File: config.mk
export PLATFORM = sky130hd
export DESIGN_NAME = alu_issue
export DESIGN_NICKNAME = d
export VERILOG_FILES = /design/src/rtl/alu_issue.sv
export SDC_FILE = /design/constraint.sdc
export NUM_CORES = 1
export LEC_CHECK = 0
export BUFFER_PORTS_ARGS = -buffer_cell sky130_fd_sc_hd__buf_2
export CAP_MARGIN = 25
export CORE_MARGIN = 5
export CORE_UTILIZATION = 40
export CTS_BUF_LIST = sky130_fd_sc_hd__clkbuf_2
export CTS_CLUSTER_SIZE = 8
export DETAILED_ROUTE_END_ITERATION = 16
export GPL_TIMING_DRIVEN = 1
export SLEW_MARGIN = 10
export SYNTH_ARGS = -nofsm -noshare
export SYNTH_HDL_FRONTEND = slang
export SYNTH_SLANG_ARGS = --single-unit
File: constraint.sdc
create_clock -name clk -period 2.95 [get_ports clk]
set_input_delay 0.1475 -clock clk [delete_from_list [all_inputs] [get_ports clk]]
set_output_delay 0.1475 -clock clk [all_outputs]
set_load 0.005 [all_outputs]
File: src/rtl/alu_issue.sv
// Issue stage in front of a combinational ALU. Commands are queued in a small FIFO,
// issued one at a time, and each result is held until the downstream side accepts it.
module alu_issue #(
  parameter int DEPTH = 4
) (
  input  logic        clk,
  input  logic        rst_n,
  input  logic        in_valid,
  output logic        in_ready,
  input  logic [2:0]  in_op,
  input  logic [15:0] in_a,
  input  logic [15:0] in_b,
  output logic [2:0]  alu_op,
  output logic [15:0] alu_a,
  output logic [15:0] alu_b,
  input  logic [15:0] alu_y,
  input  logic        alu_cout,
  output logic        out_valid,
  input  logic        out_ready,
  output logic [15:0] out_y,
  output logic        out_cout,
  output logic [2:0]  out_op
);

  localparam int AW = (DEPTH > 1) ? $clog2(DEPTH) : 1;
  localparam logic [AW:0] FULL_COUNT = (AW + 1)'(DEPTH);

  typedef enum logic [1:0] {
    IDLE,
    ISSUE,
    HOLD
  } state_t;

  state_t        state;
  logic [34:0]   mem [DEPTH];
  logic [AW-1:0] wr_ptr;
  logic [AW-1:0] rd_ptr;
  logic [AW:0]   count;
  logic          not_empty;
  logic          push;
  logic          pop;

  // in_ready depends only on occupancy, so a full FIFO refuses a push even when it pops
  assign not_empty = (count != '0);
  assign in_ready  = rst_n && (count < FULL_COUNT);
  assign push      = in_valid && in_ready;

  always_comb begin
    pop = 1'b0;
    case (state)
      IDLE:    pop = not_empty;
      HOLD:    pop = out_valid && out_ready && not_empty;
      default: pop = 1'b0;
    endcase
  end

  always_ff @(posedge clk) begin
    if (push) begin
      mem[wr_ptr] <= {in_op, in_a, in_b};
    end
  end

  always_ff @(posedge clk) begin
    if (!rst_n) begin
      wr_ptr <= '0;
      rd_ptr <= '0;
      count  <= '0;
    end else begin
      if (push) begin
        wr_ptr <= wr_ptr + AW'(1);
      end
      if (pop) begin
        rd_ptr <= rd_ptr + AW'(1);
      end
      count <= count + (AW + 1)'(push) - (AW + 1)'(pop);
    end
  end

  // Every pop loads the ALU operands; the state case only decides where the FSM goes next
  always_ff @(posedge clk) begin
    if (!rst_n) begin
      state     <= IDLE;
      alu_op    <= '0;
      alu_a     <= '0;
      alu_b     <= '0;
      out_valid <= 1'b0;
      out_y     <= '0;
      out_cout  <= 1'b0;
      out_op    <= '0;
    end else begin
      if (pop) begin
        {alu_op, alu_a, alu_b} <= mem[rd_ptr];
      end
      case (state)
        IDLE: begin
          if (pop) begin
            state <= ISSUE;
          end
        end
        ISSUE: begin
          out_y     <= alu_y;
          out_cout  <= alu_cout;
          out_op    <= alu_op;
          out_valid <= 1'b1;
          state     <= HOLD;
        end
        HOLD: begin
          if (out_valid && out_ready) begin
            out_valid <= 1'b0;
            state     <= pop ? ISSUE : IDLE;
          end
        end
        default: state <= IDLE;
      endcase
    end
  end

endmodule

==> impl_metrics.tcl <==
set metrics [dict create \
    synth_area_per_cell_um2 17.10 \
    clkSinkCount 205 \
    yosys_warnings 0 \
    dp_cells 809 \
    reg2reg_to "count[2]$_SDFF_PN0_" \
    r2r_slack_ns 0.72 \
    drive_gt1_share_pct 39.22 \
    io_pins 113 \
    clockRootBuffer "clkbuf_2" \
    clock_skew_ns 0.04503 \
    critPathKind "register to register" \
    wl_per_cell_um 18.32 \
    p_per_area_nw_per_um2 812.7 \
    die_w_um 149.9 \
    fillCellCount 1708 \
    outcome "finished clean" \
    clk_latency_ns 0.79 \
    peakVddDrop_v 0.0002719 \
    htreeDepth 2 \
    dr.pass1.iters 4 \
    internal_power_mw 5.362 \
    yosysTopAreaCell "edfxtp_1" \
    power_frac_seq_pct 47.7 \
    maxCapViolCount 0 \
    fmax_mhz 448.3 \
    wl_um 17640 \
    reg2reg_from "count[2]$_SDFF_PN0_" \
    path_clk_slew_ns 0.10 \
    grt_pass1_wl_um 27600 \
    grt_overflow 0 \
    ys_seq_elements 205 \
    clockBufferDepth 3 \
    finalHoldViolCount 0 \
    rows 51 \
    p_total_mw 7.916 \
    p_leak_nw 3.787 \
    whs_endpoint "mem[2][17]$_DFFE_PP_" \
    area_growth_pct 24.38 \
    grt_pass1_vias 5129 \
    yosysSeqAreaShare_pct 70.30 \
    grt.total_usage_pct 15.95 \
    synth_nets 521 \
    vias_per_cell 5.031 \
    grt_antenna_before_repair 2 \
    power_frac_comb_pct 27.9 \
    clock_power_share_pct 24.4 \
    rsz0062_at_grt "false" \
    hp-class "input port to register" \
    drt_iter0_markers 256 \
    finalSetupTns_ns 0 \
    fin_nets 717 \
    start_kind "register" \
    cp_max_fo 8 \
    chipHeight_um 149.9 \
    report.final.setup_viol 0 \
    cts_tree "yes" \
    ant_nets 0 \
    dieArea_um2 22480 \
    tightest_slew_ns 0.7666 \
    drcViolationCount 0 \
    min_path_cells 2 \
    hpwlAfterDp_um 9731 \
    period_needed_ns 2.230 \
    r2r_cells 9 \
    design.core.area_um2 19400 \
    place.gp.congestion 0.6720 \
    syn_inst 458 \
    ys_types 30 \
    grt_max_degree 104 \
    cts_resized 0 \
    cp.required_ns 3.64 \
    synth_area_leaders "edfxtp_1 (54%), dfxtp_1 (17%), mux4_2 (10%)" \
    power_switching_mw 2.554 \
    start_util_pct 40.37 \
    numCtsBuffers 52 \
    relSlewSlack_pct 48.90 \
    finalCoreUtilization_pct 50.21 \
    slew_violations 0 \
    instances_no_fill 963 \
    period_share_pct 75.61 \
    swShare_pct 32.26 \
    vias 4845 \
    crit_path_end_kind "register" \
    hp-start "in_a[1]" \
    synthesis.area_um2 7831 \
    yosysTopAreaCellShare_pct 53.68 \
    cp.arrival_ns 2.92 \
    port_buffers 112 \
]
## registers in the layout, summed over array words and instances, names as in the netlist
| name | cells |
|---|---|
| wr_ptr | 2 |
| alu_b | 16 |
| alu_a | 16 |
| alu_op | 3 |
| out_cout | 1 |
| out_op | 3 |
| count | 3 |
| out_y | 16 |
| out_valid | 1 |
| state | 2 |
| rd_ptr | 2 |
| mem | 140 |
## synth_stat cells, drive strengths merged
library cell and number:
a21bo 1, a21boi 21, a21oi 1, a31o 35, and2 10, and3b 1
buf 18, clkbuf 20, dfxtp 65, edfxtp 140, fa 1, ha 6
inv 7, mux2i 2, mux4 35, nand2 45, nand2b 3, nor2 1
nor2b 2, nor3 2, nor4b 1, o21ai 3, o311a 35, xnor2 3
## how the worst max path moves through the flow
stage,startpoint,end,depth (start not counted)
after floorplan,count[0]$_SDFF_PN0_,count[2]$_SDFF_PN0_,10
after global placement,count[2]$_SDFF_PN0_,count[2]$_SDFF_PN0_,9
after detailed placement,count[2]$_SDFF_PN0_,count[2]$_SDFF_PN0_,9
after CTS,count[2]$_SDFF_PN0_,count[2]$_SDFF_PN0_,9
after global routing,count[2]$_SDFF_PN0_,count[2]$_SDFF_PN0_,9
final,count[2]$_SDFF_PN0_,count[2]$_SDFF_PN0_,9
## cell usage in the layout, fill, tap and decap left out
cell type / count
edfxtp_1: 140
buf_2: 111
clkbuf_2: 85
dfxtp_1: 62
dlygate4sd3_1: 55
nand2_1: 45
mux4_2: 35
o311a_1: 35
a31o_1: 20
a21boi_0: 20
a31o_2: 15
buf_4: 10
clkinv_1: 9
inv_1: 7
and2_1: 6
ha_1: 6
and2_2: 4
xnor2_1: 3
nand2b_1: 3
o21ai_0: 3
buf_12: 3
dfxtp_2: 3
diode_2: 2
nor3_4: 2
nor2b_1: 2
mux2i_1: 2
a21boi_4: 1
and3b_1: 1
nor4b_1: 1
a21oi_1: 1
nor2_1: 1
a21bo_2: 1
fa_1: 1
bufinv_16: 1
inv_2: 1
buf_16: 1
## per-stage QoR
step / hold slack, ns / worst slack (ns) / instance area [µm²]
2_1_floorplan: 0.2464 / 0.7078 / 7831
3_3_place_gp: 0.3581 / 0.7757 / 8665
3_5_place_dp: 0.3636 / 0.7126 / 8665
4_1_cts: 0.01497 / 0.6955 / 9708
5_1_grt: 0.04250 / 0.5227 / 9741
6_report: 0.1058 / 0.7196 / 9741
## kinds of logic (layout without fill, tap and decap cells)
| kind of cell | count (synthesis) | in the layout | synth area share, % |
|---|---|---|---|
| fa+ha+maj | 7 | 7 | 1.214 |
| buf+inv | 45 | 283 | 2.940 |
| compound gates | 96 | 96 | 10.93 |
| flops | 205 | 205 | 70.30 |
| other cells | 0 | 2 | 0 |
| xor+xnor | 3 | 3 | 0.3356 |
| simple gates | 65 | 65 | 3.962 |
| mux | 37 | 37 | 10.32 |
## power groups by stage
stage,registers (mW),logic [mW],clock network (mW)
finish,3.78,2.21,1.93
global route,3.83,2.43,2.17
CTS,3.79,2.25,2.03
detailed placement,3.85,2.19,0
global placement,3.83,2.14,0
floorplan,3.76,1.45,0
## what timing repair did
action,4_1_cts,5_1_grt
buffers inserted,0,0
hold buffers,55,0
endpoints found under the hold margin,161,0
## layout make-up
type / instances / area (µm²) / share of cell area, %
Antenna cell: 2 / 5.005 / 0.05138
Clock buffer: 85 / 425.4 / 4.367
Clock inverter: 11 / 67.56 / 0.6936
Inverter: 7 / 26.28 / 0.2697
Multi-Input combinational cell: 208 / 2107 / 21.63
Sequential cell: 205 / 5509 / 56.56
Tap cell: 265 / 331.6 / 3.404
Timing Repair Buffer: 180 / 1269 / 13.03
## critical path, stage by stage, from the launching register on
cell	delay [ns]
dfxtp_1	0.38
and3b_1	0.39
inv_1	0.08
ha_1	0.28
inv_1	0.04
ha_1	0.18
fa_1	0.38
xnor2_1	0.15
xnor2_1	0.13
and2_1	0.14
## routing by layer
metal | track usage (%) | vias up | wire, µm
met5 | 0 | - | 0
met4 | 6.816 | 0 | 310
met3 | 3.452 | 29 | 929
met2 | 27.69 | 133 | 8972
met1 | 19.17 | 2422 | 7431
li1 | - | 2261 | -
Note: power is estimated with default switching activity, not from simulation.
